### config.mk
export PLATFORM = sky130hd
export DESIGN_NAME = mprj2_power_good_monitor
export DESIGN_NICKNAME = d
export VERILOG_FILES = /design/src/rtl/mprj2_pwr_pkg.sv /design/src/rtl/mprj2_hi_sync.sv /design/src/rtl/mprj2_power_good_monitor.sv
export SDC_FILE = /design/constraint.sdc
export NUM_CORES = 1
export LEC_CHECK = 0
export BUFFER_PORTS_ARGS = -buffer_cell sky130_fd_sc_hd__buf_2
export CORE_MARGIN = 3
export CORE_UTILIZATION = 55
export CTS_BUF_LIST = sky130_fd_sc_hd__clkbuf_8
export DETAILED_ROUTE_END_ITERATION = 8
export PLACE_DENSITY = 0.76
export SETUP_SLACK_MARGIN = 0.02
export SYNTH_ARGS = -nofsm -noshare
export SYNTH_HDL_FRONTEND = slang
export SYNTH_SLANG_ARGS = --single-unit
### constraint.sdc
create_clock -name wb_clk_i -period 3.2 [get_ports wb_clk_i]
set_clock_uncertainty 0.05 [all_clocks]
set_input_delay 0.16 -clock wb_clk_i [delete_from_list [all_inputs] [get_ports wb_clk_i]]
set_output_delay 0.16 -clock wb_clk_i [all_outputs]
set_load 0.02 [all_outputs]
### src/rtl/mprj2_pwr_pkg.sv
// Shared types for the user-domain-2 power-good monitor.
// State encoding is visible to software via state_o.
package mprj2_pwr_pkg;

  localparam int STATE_W = 2;

  typedef enum logic [STATE_W-1:0] {
    ST_OFF    = 2'd0,
    ST_SETTLE = 2'd1,
    ST_ON     = 2'd2,
    ST_FAULT  = 2'd3
  } pwr_state_e;

  // All-ones value for a w-bit saturating counter (w up to 32).
  function automatic int unsigned sat_max(input int unsigned w);
    return (32'd1 << w) - 32'd1;
  endfunction

endpackage

### src/rtl/mprj2_hi_sync.sv
// Multi-flop level synchronizer for tie-high style inputs.
// Resets to 0 so a missing domain reads as powered down.
module mprj2_hi_sync #(
  parameter int SYNC_STAGES = 2
) (
  input  logic clk,
  input  logic rst,
  input  logic d,
  output logic q
);

  logic [SYNC_STAGES-1:0] chain;

  always_ff @(posedge clk or posedge rst) begin
    if (rst) begin
      chain <= '0;
    end else begin
      chain <= {chain[SYNC_STAGES-2:0], d};
    end
  end

  assign q = chain[SYNC_STAGES-1];

endmodule

### src/rtl/mprj2_power_good_monitor.sv
// Qualifies the mprj2 tie-high into a debounced power-good,
// interface enable, sticky fault and glitch counter.
module mprj2_power_good_monitor
  import mprj2_pwr_pkg::*;
#(
  parameter int SYNC_STAGES   = 2,
  parameter int SETTLE_CYCLES = 16,
  parameter int CNT_W         = 8
) (
  input  logic               wb_clk_i,
  input  logic               wb_rst_i,
  input  logic               mprj2_hi,
  input  logic               force_off,
  input  logic               clear_fault,
  output logic               mprj2_pwr_good,
  output logic               mprj2_ena,
  output logic               mprj2_fault,
  output logic [CNT_W-1:0]   glitch_cnt,
  output logic [STATE_W-1:0] state_o
);

  localparam int SCW =
    (SETTLE_CYCLES > 1) ? $clog2(SETTLE_CYCLES) : 1;
  localparam logic [SCW-1:0] SETTLE_LAST =
    SCW'(SETTLE_CYCLES - 1);
  localparam logic [CNT_W-1:0] GLITCH_MAX =
    CNT_W'(sat_max(CNT_W));

  logic           hi_s;
  pwr_state_e     state;
  pwr_state_e     state_nx;
  logic [SCW-1:0] settle_cnt;
  logic [SCW-1:0] settle_nx;
  logic           glitch_inc;

  mprj2_hi_sync #(
    .SYNC_STAGES(SYNC_STAGES)
  ) u_sync (
    .clk(wb_clk_i),
    .rst(wb_rst_i),
    .d  (mprj2_hi),
    .q  (hi_s)
  );

  always_ff @(posedge wb_clk_i or posedge wb_rst_i) begin
    if (wb_rst_i) begin
      state      <= ST_OFF;
      settle_cnt <= '0;
    end else begin
      state      <= state_nx;
      settle_cnt <= settle_nx;
    end
  end

  always_comb begin
    state_nx   = state;
    settle_nx  = settle_cnt;
    glitch_inc = 1'b0;
    unique case (state)
      ST_OFF: begin
        if (!force_off && hi_s) begin
          state_nx  = ST_SETTLE;
          settle_nx = '0;
        end
      end
      ST_SETTLE: begin
        if (force_off) begin
          state_nx = ST_OFF;
        end else if (!hi_s) begin
          state_nx   = ST_OFF;
          glitch_inc = 1'b1;
        end else if (settle_cnt == SETTLE_LAST) begin
          state_nx = ST_ON;
        end else begin
          settle_nx = settle_cnt + 1'b1;
        end
      end
      ST_ON: begin
        // force_off wins so a commanded shutdown is not a fault
        if (force_off) begin
          state_nx = ST_OFF;
        end else if (!hi_s) begin
          state_nx   = ST_FAULT;
          glitch_inc = 1'b1;
        end
      end
      ST_FAULT: begin
        if (clear_fault) begin
          state_nx = ST_OFF;
        end
      end
      default: state_nx = ST_OFF;
    endcase
  end

  always_ff @(posedge wb_clk_i or posedge wb_rst_i) begin
    if (wb_rst_i) begin
      glitch_cnt <= '0;
    end else if (glitch_inc && glitch_cnt != GLITCH_MAX) begin
      glitch_cnt <= glitch_cnt + 1'b1;
    end
  end

  assign mprj2_pwr_good = (state == ST_ON);
  assign mprj2_ena      = (state == ST_ON);
  assign mprj2_fault    = (state == ST_FAULT);
  assign state_o        = state;

endmodule

### Word level (Yosys, flattened, before mapping)

Index checks and enable logic that the tools add are counted.

* word-level logic and storage cells: 42
* output and inout bits: 13
* input port bits: 5
* register bits: 16

* muxes and demuxes: 16
* add/sub/neg operators: 2
* eq/ne operators: 12
* reductions and logical operators: 8

Operators with widths (number)
* 4-bit 2-to-1 mux: 4
* 2-bit 2-to-1 mux: 7
* 8-bit by 1-bit adder with 8-bit output (second input constant): 1
* 2-bit inequality test (second input constant): 4
* 8-bit inequality test (second input constant): 1
* 2-bit case mux with 4 select lines: 1
* 4-bit case mux with 2 select lines: 1
* 5-bit AND reduction: 1
* 4-bit by 1-bit adder with 4-bit output (second input constant): 1
* 2-bit equality test (second input constant): 2
* 4-bit equality test (second input constant): 1
* 4-bit inequality test (second input constant): 1
* 4-bit AND reduction: 1
* 1-bit 2-to-1 mux: 3
* 3-bit inequality test (second input constant): 1
* 2-bit by 1-bit equality test with 1-bit output (second input constant): 1
* 1-bit logical AND: 2
* 2-bit zero test: 1
* 2-bit by 1-bit inequality test with 1-bit output (second input constant): 1
* 2-bit nonzero test: 1
* 2-bit OR reduction: 1
* 1-bit zero test: 1

### Depth between registers and ports, before layout

Gate-level depths: netlist (run 1).

* word-level depth: 5
* mapped depth: 6
* gate-level depth less buffers: 6

### By module

From an unflattened synthesis (run 1), not the netlist that was laid out.

* cells, all modules: 83
* area total of the unflattened synthesis: 890.9 µm²

Modules (own cells, without submodules)
* mprj2_power_good_monitor: sequential area each 350.3 µm², area each 837.1 µm², cells an instance 80, times used 1
* mprj2_hi_sync: sequential area each 50.0 µm², area each 53.8 µm², cells an instance 3, times used 1

### Least setup slack after synthesis (run 1)

Ideal clock, no wire load.

* path kind: register to register
* start point: register state[0] (netlist: state_o[0])
* end point: register glitch_cnt[5]
* period minus slack after synthesis: 1948 ps
* required time: 3025 ps
* data arrival time: 1773 ps
* path buffers: 0
* cell stages (with the launch flop): 7
* setup slack: 1252 ps
* setup time: 125 ps
* cell sequence: dfrtp_1 inv_1 ha_1 nor3b_4 and3_4 nand4_2 mux2_4

* word-level cells in the longest chain between the ends: 4
* elaborated cells on any way between the ends: 5
* those cells by class: 2 x eq/ne; 1 x mux; 2 x reduce/logical

Ends and longest elaborated chain
* from (decl): line mprj2_power_good_monitor.sv:30 `pwr_state_e state;`
* from (signal assigned): line mprj2_power_good_monitor.sv:50 `state <= state_nx;`
* 2-bit equality test or 2-bit by 1-bit equality test with 1-bit output (tied branches): line mprj2_power_good_monitor.sv:59 `unique case (state)`
* 2-bit OR reduction (no source line) *
* 1-bit 2-to-1 mux *
* 1-bit logical AND *: line mprj2_power_good_monitor.sv:99 `end else if (glitch_inc && glitch_cnt != GLITCH_MAX) begin`
* to (signal assigned): line mprj2_power_good_monitor.sv:100 `glitch_cnt <= glitch_cnt + 1'b1;`
* to (decl): line mprj2_power_good_monitor.sv:18 `output logic [CNT_W-1:0] glitch_cnt,`

Every way passes the cells marked *; elsewhere a longest branch is shown, timed or not.
A chain may end at the register's enable or synchronous reset.

### Final worst setup path (run 1)

* start point: register state[0] (netlist: state_o[0])
* end point: register settle_cnt[2]

* word-level cells in the longest chain between the ends: 3
* elaborated cells on any way between the ends: 9
* those cells by class: 5 x eq/ne; 1 x mux; 3 x reduce/logical

Ends and longest elaborated chain
* 2-bit by 1-bit equality test with 1-bit output or 2-bit zero test (tied branches): line mprj2_power_good_monitor.sv:59
* 2-bit by 1-bit inequality test with 1-bit output (no source line), or another cell as far along
* 5-bit AND reduction (no source line)
* to (signal assigned): line mprj2_power_good_monitor.sv:51 `settle_cnt <= settle_nx;`
* to (decl): line mprj2_power_good_monitor.sv:32 `logic [SCW-1:0] settle_cnt;`

Parallel ways exist; a longest one is shown, timed or not.

==> impl_metrics.toml, run 1 <==
[setup_path]
crit_slowest_cell = "dfrtp_1"
critPathArrivalTime_ns = 2.08
path_delay_family = "compound AO/OA/AOI/OAI gates"
critical_path_class = "register to register"
crit_chain = "inv_1 > ha_1 > o21ai_1 > o211ai_1 > or3_1 > o211ai_1"
endpoint_kind = "register"
critical-path-max-stage-delay_ns = 0.45
start_kind = "register"
crit_path_frequent_cell = "o211ai_1"
cp.buffers_inverters = 1
worstPathRequired_ns = 3.32
critPathMaxFanout = 6

[cells_and_area]
fillers = 119
regArea_sq_um = 400
drive_gt1_share_pct = 27.0
multi_input_area_sq_um = 514
syn2layout_area_growth_pct = 18.3
diodes = 0
fin_nets = 125

[synth]
synth_common_cells = "16 x dfrtp_1, 8 x ha_1, 8 x nand3_1, 7 x nand2_1, 6 x inv_1"
syn_nets = 102
synth_edf_count = 0
synth_cell_types = 34
async_reset_ff_share_pct = 100
synth_warnings = 0
synth_cells = 89
synth.avg_cell_area_sq_um = 10.6
synth_top_cell_area_share_pct = 42.4
synth_area_leaders = "dfrtp_1 42%, ha_1 11%, nand3_1 4.2%, mux2_2 3.6%, nand2_1 2.8%"
yosysTopAreaCell = "dfrtp_1"
synth_area_sq_um = 945
ys.flop_type = "dfrtp_1"
synth_most_common_cell = "dfrtp_1"
yosysSeqAreaShare_pct = 42.4
synth_seq_cells = 16

[placement]
post-place-ws_ns = 1.26
place.gp.congestion = 0.765
dp_hpwl_um = 1360
port_buffers = 17

[routing]
ant_nets = 0
routed_wirelength_um = 1790
num_vias = 721
dr.pass1.iters = 3
viasPerCell = 5.68
wl_per_cell_um = 14.1
drc = 0
drt_iter0_drc = 9

[die]
die_area_sq_mm = 0.00225
core_sq_mm = 0.00156
fp.dieH_um = 47.4
ios = 18
rows = 14
start_util_pct = 60.6
die_w_um = 47.4

[power_and_ir_drop]
cellLeakagePower_nw = 0.557
power.density_mw_per_mm2 = 851
ir_drop_uv = 536

[clock_network]
cts_made_buffers = 3
root_buffer = "clkbuf_8"
clockBufferDepth = 2
clkSinkCount = 16
insertion_delay_ns = 0.25
h-tree-depth = 1
clk_pin_slew_ns = 0.06
ctsResizeCount = 0
cts_tree = "yes"

[timing]
setup_tns_ns = 0
rsz0062_at_grt = "no"
slew_violations = 0
maxSlewHeadroom_pct = 60.3
finalCritPeriodShare_pct = 61.0
hold_viol = 0
max_clock_freq_mhz = 512
final-setup-viol-count = 0
worst_pin_slew_ns = 0.594
min_period_ns = 1.95
setup_ws_ns = 1.25

[global_route]
gr-total-overflow = 0
grt_pass1_wl_um = 2880
first_global_vias = 672
grt_max_degree = 17
grt.total_usage_pct = 19.1
grt_antenna_before_repair = 0

[status]
status = "finished, final reports clean"

[job]
cap_violations = 0

[hold_path]
hold_class = "input port to register"
==> timing repair <==
item | 4_1_cts | 5_1_grt
setup buffers | 0 | 0
hold endpoints to repair | 17 | 0
hold buffers | 2 | 0
==> path summary, 6_finish.rpt <==
| check | startpoint | to | slack [ns] | depth (start not counted) |
|---|---|---|---|---|
| max | state_o[0]$_DFFE_PP0P_ | settle_cnt[2]$_DFFE_PP0P_ | 1.25 | 6 |
| min | force_off | state_o[0]$_DFFE_PP0P_ | 0.22 | 3 |
| max reg2reg | state_o[0]$_DFFE_PP0P_ | settle_cnt[2]$_DFFE_PP0P_ | 1.25 | 6 |
| min reg2reg | u_sync.chain[0]$_DFF_PP0_ | u_sync.chain[1]$_DFF_PP0_ | 0.31 | 0 |
| max in group asynchronous | wb_rst_i | settle_cnt[3]$_DFFE_PP0P_ | 2.26 | 3 |
| min in group asynchronous | wb_rst_i | glitch_cnt[0]$_DFFE_PP0P_ | 0.46 | 3 |
==> area by class of cell <==
| type | count | area share, % |
|---|---|---|
| flip-flops and latches | 16 | 35.8 |
| inverters | 6 | 2.02 |
| multi-input cells | 66 | 46.0 |
| clock buffers | 4 | 4.93 |
| repair buffers | 19 | 9.41 |
| well taps | 16 | 1.79 |
==> sequential cells by signal, summed over array words and instances, names as in the netlist <==
name	cells
state_o	2
u_sync.chain	2
glitch_cnt	8
settle_cnt	4
==> cells by family after synthesis <==
group	Yosys count	share of synthesized area, %
AOI/OAI and AO/OA	15	11.5
xor gates and xnor gates	3	2.78
adders and majority gates	8	10.6
buffers and inverters	7	3.18
DFF	16	42.4
muxes	6	7.28
and+or+nand+nor	34	22.3
==> tightest hold or removal path, stage by stage <==
cell       delay (ns)
buf_2            0.14
nand2b_1         0.12
a2bb2oi_1        0.06
==> layer usage <==
layer | GRT usage [%] | vias to the layer above | wire length [um]
li1 | - | 365 | -
met1 | 22.0 | 344 | 825
met2 | 31.0 | 8 | 867
met3 | 7.14 | 4 | 60
met4 | 9.94 | 0 | 41
met5 | 0 | - | 0
==> power by group <==
part | switching (mW) | internal [mW] | total (mW)
Sequential | 0.0827 | 0.269 | 0.351
Clock | 0.0704 | 0.109 | 0.180
Combinational | 0.238 | 0.182 | 0.420
Total | 0.391 | 0.560 | 0.951
==> layout by cell type, fill, tap and decap left out, types with 2 or more instances in the layout <==
| cell type | instances |
|---|---|
| o211ai_1 | 2 |
| nand2b_1 | 2 |
| a31oi_1 | 2 |
| nand4_1 | 3 |
| dlygate4sd3_1 | 2 |
| and3_1 | 2 |
| nor2_1 | 2 |
| inv_1 | 6 |
| nand3_1 | 8 |
| xnor2_1 | 3 |
| mux2i_1 | 2 |
| dfrtp_1 | 16 |
| mux2_2 | 3 |
| clkbuf_8 | 4 |
| ha_1 | 8 |
| buf_2 | 17 |
| and4_1 | 2 |
| nand2_1 | 7 |
| nor2b_1 | 2 |
| o21ai_0 | 2 |
==> per-stage QoR <==
step | cells | power [mW] | utilization (%) | hold slack, ns | cell area [sq um]
final | 127 | 0.951 | 71.7 | 0.219 | 1120
after global routing | 127 | 1.02 | 71.7 | 0.237 | 1120
after CTS | 127 | 0.961 | 71.7 | 0.218 | 1120
after global placement | 121 | 0.757 | 66.9 | 0.204 | 1040
after floorplan | 89 | 0.657 | - | 0.0237 | 945
after detailed placement | 121 | 0.774 | 66.9 | 0.196 | 1040
Power figures use the tool's default switching activity.
==> inputs of run 2 (changes only) <==
Clock period 3.2 ns to 2 ns, I/O delays scaled along.
==> run 2 against run 1 <==
  * Cell count is 1.6% higher
  * Critical path depth unchanged
  * Fmax increased by 7.9%
  * Sequential share of layout area decreased by 0.40 points
  * Worst setup slack got worse by 1.1 ns
  * Core utilization is 1.0 points higher
  * Total power rose by 64%
==> impl_metrics.toml, run 2 (same netlist as run 1, synthesis figures left out) <==
[status]
status = "finished, final reports clean"

[routing]
viasPerCell = 6.07
routed_wirelength_um = 2030
wl_per_cell_um = 15.7
num_vias = 783
dr.pass1.iters = 4
ant_nets = 0
drc = 0
drt_iter0_drc = 20

[clock_network]
h-tree-depth = 1
root_buffer = "clkbuf_8"
clockBufferDepth = 2
post_cts_buffers = 0
cts_made_buffers = 3
clkSinkCount = 16
cts_tree = "yes"
insertion_delay_ns = 0.25
clk_pin_slew_ns = 0.06

[global_route]
first_global_vias = 789
grt_antenna_before_repair = 0
grt_pass1_wl_um = 3170
gr-total-overflow = 0
grt.total_usage_pct = 20.0
grt_max_degree = 17

[cells_and_area]
drive_gt1_share_pct = 29.2
reg_top3 = "glitch_cnt x8, settle_cnt x4"
fillers = 122
final_area_sq_mm = 0.00113
layout_common_cells = "17 x buf_2, 15 x dfrtp_1, 8 x nand3_1, 8 x ha_1, 7 x nand2_1"
diodes = 0
syn2layout_area_growth_pct = 20.0
layout_commonest_cell = "buf_2"
largest_reg_flops = 8
fin_nets = 127
fin_cells = 129
largest_register = "glitch_cnt"

[timing]
worst_pin_slew_ns = 0.595
min_period_ns = 1.81
finalCritPeriodShare_pct = 90.5
setup_tns_ns = 0
slew_violations = 0
maxSlewHeadroom_pct = 60.3
hold_viol = 0
rsz0062_at_grt = "no"
max_clock_freq_mhz = 552
final-setup-viol-count = 0

[setup_path]
critPathMaxFanout = 5
critPathArrivalTime_ns = 1.90
critical_path_class = "register to register"
endpoint_kind = "register"
critical-path-max-stage-delay_ns = 0.38
start_kind = "register"
crit_chain = "inv_1 > ha_1 > nor3b_4 > and3_4 > nand4_2 > mux2_4"
crit_slowest_cell = "dfrtp_1"
worstPathRequired_ns = 2.09

[placement]
place.gp.congestion = 0.821
placed_area_sq_mm = 0.00106
dp_cells = 123
port_buffers = 17
dp_hpwl_um = 1490

[power_and_ir_drop]
power.density_mw_per_mm2 = 1370
cellLeakagePower_nw = 0.566
ir_drop_uv = 787
p_total_mw = 1.56

[die]
die_w_um = 47.4
start_util_pct = 60.6
rows = 14
ios = 18
fp.dieH_um = 47.4
die_area_sq_mm = 0.00225
core_sq_mm = 0.00156

[hold_path]
hold_class = "input port to register"

[job]
cap_violations = 0
## run 2: cell types whose count changed in the layout (fill, tap and decap cells not counted), sizes merged
cell  previous run  this run
buf             17        19
## run 2: cell type report
class / count / area (sq um) / share of cell area, %
Clock buffer: 4 / 55.1 / 4.86
Timing Repair Buffer: 21 / 120 / 10.6
Sequential cell: 16 / 402 / 35.4
Inverter: 6 / 22.5 / 1.99
Multi-Input combinational cell: 66 / 514 / 45.4
Tap cell: 16 / 20.0 / 1.77
## run 2: what timing repair did
action / in CTS / in global routing
endpoints found under the setup margin: 0 / 1
endpoints found under the hold margin: 17 / 0
hold buffers: 2 / 0
resized for setup: 0 / 1
## run 2: worst max-delay path: cells and delay by family, from the launching register on
kind	cells	cell delay, ns
fa+ha+maj	1	0.30
buf+inv	1	0.12
flops	1	0.38
mux	1	0.31
simple gates	3	0.53
## run 2: through the flow
| stage | setup slack [ns] | hold WS, ns | utilization, % |
|---|---|---|---|
| after floorplan | 0.0516 | -0.0363 | - |
| after global placement | 0.236 | 0.147 | 67.8 |
| after detailed placement | 0.153 | 0.146 | 67.8 |
| after CTS | 0.140 | 0.170 | 72.6 |
| after global routing | 0.0906 | 0.183 | 72.7 |
| final | 0.189 | 0.170 | 72.7 |
## run 2: power breakdown
group          leakage [nW]  internal (mW)  switching (mW)
clock                0.0288          0.175           0.110
combinational         0.333          0.307           0.398
sequential            0.204          0.432           0.137
total                 0.566          0.914           0.645
## run 2: worst paths after layout
check                                     startpoint                        end  slack [ns]  cells past startpoint
min in group asynchronous                   wb_rst_i     state_o[1]$_DFFE_PP0P_        0.41                      3
max in group asynchronous                   wb_rst_i     state_o[0]$_DFFE_PP0P_        1.07                      3
min reg2reg                u_sync.chain[0]$_DFF_PP0_  u_sync.chain[1]$_DFF_PP0_        0.32                      0
max reg2reg                   state_o[1]$_DFFE_PP0P_  glitch_cnt[5]$_DFFE_PP0P_        0.19                      6
max                           state_o[1]$_DFFE_PP0P_  glitch_cnt[5]$_DFFE_PP0P_        0.19                      6
min                                        force_off     state_o[1]$_DFFE_PP0P_        0.17                      3
## run 2: per-layer routing
| layer | wire length [um] | global-route usage [%] | vias to the layer above | share of wire (%) |
|---|---|---|---|---|
| met4 | 39 | 10.5 | 0 | 1.9 |
| li1 | - | - | 371 | - |
| met5 | 0 | 0 | - | 0 |
| met2 | 1050 | 34.2 | 26 | 52 |
| met3 | 87 | 6.77 | 7 | 4.3 |
| met1 | 852 | 21.5 | 379 | 42 |
==> inputs of run 3 (changes only) <==
Settings changed: SETUP_SLACK_MARGIN 0.02 to 0.4, TNS_END_PERCENT set to 100.
==> run 3 against run 2 <==
  * Cell count up 7.8%
  * Register-to-register slack improved by 0.11 ns
  * Sequential cell count unchanged
  * Global-route usage rose by 0.42 points
  * Critical path type unchanged
  * Core utilization grew 11 points
  * Highest routed layer unchanged
  * Fmax rose by 6.7%
  * Hold slack improved by 0.038 ns
  * Clock-buffer cell count stayed put
  * Die area unchanged
  * Critical endpoint unchanged
  * Worst setup slack better by 0.11 ns
  * Combinational power is 36% higher
==> impl_metrics.toml, run 3 (same netlist as run 1, synthesis figures left out) <==
[clock_network]
clockBufferDepth = 2
clkSinkCount = 16
h-tree-depth = 1
cts_tree = "yes"
root_buffer = "clkbuf_8"
insertion_delay_ns = 0.25
cts_made_buffers = 3
clk_pin_slew_ns = 0.07

[routing]
ant_nets = 0
routed_wirelength_um = 2370
drc = 0
viasPerCell = 5.99
dr.pass1.iters = 5
wl_per_cell_um = 17.0
drt_iter0_drc = 19
num_vias = 833

[power_and_ir_drop]
switching_power_mw = 0.766
p_clk_share_pct = 15.5
switching_share_pct = 41.6
p_int_mw = 1.08
power.density_mw_per_mm2 = 1400
p_total_mw = 1.84
power_frac_comb_pct = 52.2
cellLeakagePower_nw = 0.610
p_seq_share_pct = 32.3
ir_drop_uv = 1070

[setup_path]
start_kind = "register"
worstReg2RegEnd = "glitch_cnt[5]$_DFFE_PP0P_"
cp.buffers_inverters = 1
r2r_cells = 6
endpoint_kind = "register"
worstPathRequired_ns = 2.08
cp-startpoint = "state_o[1]$_DFFE_PP0P_"
r2r_setup_slack_ns = 0.30
crit_chain = "inv_4 > ha_4 > nor3b_4 > and3_4 > nand4_4 > mux2_4"
critPathMaxFanout = 5
path_delay_family = "simple AND/OR/NAND/NOR gates"
crit_slowest_cell = "dfrtp_2"
critPathArrivalTime_ns = 1.78
critical_path_class = "register to register"
critical-path-max-stage-delay_ns = 0.40
r2r_start = "state_o[1]$_DFFE_PP0P_"

[placement]
dp_cells = 121
port_buffers = 17
place.gp.congestion = 0.826
dp_hpwl_um = 1370
placed_area_sq_mm = 0.00106

[global_route]
grt_pass1_wl_um = 3200
gr-total-overflow = 0
grt.total_usage_pct = 20.4
grt_antenna_before_repair = 0
grt_max_degree = 17
first_global_vias = 759

[timing]
worst_pin_slew_ns = 0.597
rsz0062_at_grt = "yes"
maxSlewHeadroom_pct = 60.2
finalCritPeriodShare_pct = 84.8
hold_viol = 0
slew_violations = 0
max_clock_freq_mhz = 589
final-setup-viol-count = 0
holdWs_ns = 0.208
setup_tns_ns = 0
min_period_ns = 1.70

[cells_and_area]
largest_reg_flops = 8
largest_register = "glitch_cnt"
diodes = 0
layout_commonest_cell = "buf_2"
syn2layout_area_growth_pct = 38.9
fin_cells = 139
layout_common_cells = "17 x buf_2, 10 x dfrtp_1, 10 x buf_4"
drive_gt1_share_pct = 48.0
fin_nets = 137
final_area_sq_mm = 0.00131
reg_top3 = "glitch_cnt x8, settle_cnt x4"

[die]
fp.dieH_um = 47.4
start_util_pct = 60.6
rows = 14
die_area_sq_mm = 0.00225
die_w_um = 47.4
ios = 18
core_sq_mm = 0.00156

[hold_path]
hold_path_depth = 3
hold_class = "input port to register"
whs_endpoint = "state_o[1]$_DFFE_PP0P_"
min-delay-start = "force_off"

[job]
cap_violations = 0

[status]
status = "finished, final reports clean"
run 3: cell types whose count changed in the layout (fill, tap and decap cells not counted), sizes merged:
cell | before | now
buf | 19 | 29
run 3: timing repair:
item                       4_1_cts  5_1_grt
hold endpoints to repair        17        0
resized for setup                5       13
pin swaps                        5        6
setup buffers                    7        5
setup endpoints to repair        6       12
hold buffers                     2        0
run 3: worst max path at each step:
stage                     cells after the start                         to
after floorplan                               6  glitch_cnt[5]$_DFFE_PP0P_
after CTS                                     6  glitch_cnt[5]$_DFFE_PP0P_
after detailed placement                      6  glitch_cnt[5]$_DFFE_PP0P_
final                                         6  glitch_cnt[5]$_DFFE_PP0P_
after global placement                        6  glitch_cnt[5]$_DFFE_PP0P_
after global routing                          6  glitch_cnt[4]$_DFFE_PP0P_
run 3: routing by layer:
| layer | vias up | track usage (%) | part of all wire [%] |
|---|---|---|---|
| met5 | - | 0 | 0 |
| met4 | 0 | 8.29 | 1.9 |
| met3 | 8 | 3.76 | 3.5 |
| met2 | 19 | 33.7 | 51 |
| met1 | 412 | 26.1 | 43 |
| li1 | 394 | - | - |
run 3: cell type report:
class	count	area [sq um]
Multi-Input combinational cell	66	602
Sequential cell	16	408
Fill cell	86	246
Timing Repair Buffer	31	203
Clock buffer	4	55.1
Inverter	6	25.0
Tap cell	16	20.0
run 3: worst register-to-register path, cell delays in order, from the launching register on:
cell and delay (ns):
dfrtp_2 0.40, inv_4 0.07, ha_4 0.26, nor3b_4 0.19, and3_4 0.24, nand4_4 0.07
mux2_4 0.30
run 3: power groups by stage:
stage	clock [mW]	combinational [mW]	sequential, mW
4_1_cts	0.288	0.812	0.576
3_3_place_gp	0	0.668	0.576
6_report	0.286	0.962	0.594
3_5_place_dp	0	0.686	0.584
5_1_grt	0.299	1.06	0.605
2_1_floorplan	0	0.435	0.645
run 3: per-stage QoR:
step / utilization (%) / setup slack [ns]
3_5_place_dp: 67.9 / 0.174
6_report: 84.2 / 0.303
3_3_place_gp: 67.9 / 0.228
4_1_cts: 77.6 / 0.326
5_1_grt: 84.2 / 0.250
2_1_floorplan: - / 0.185
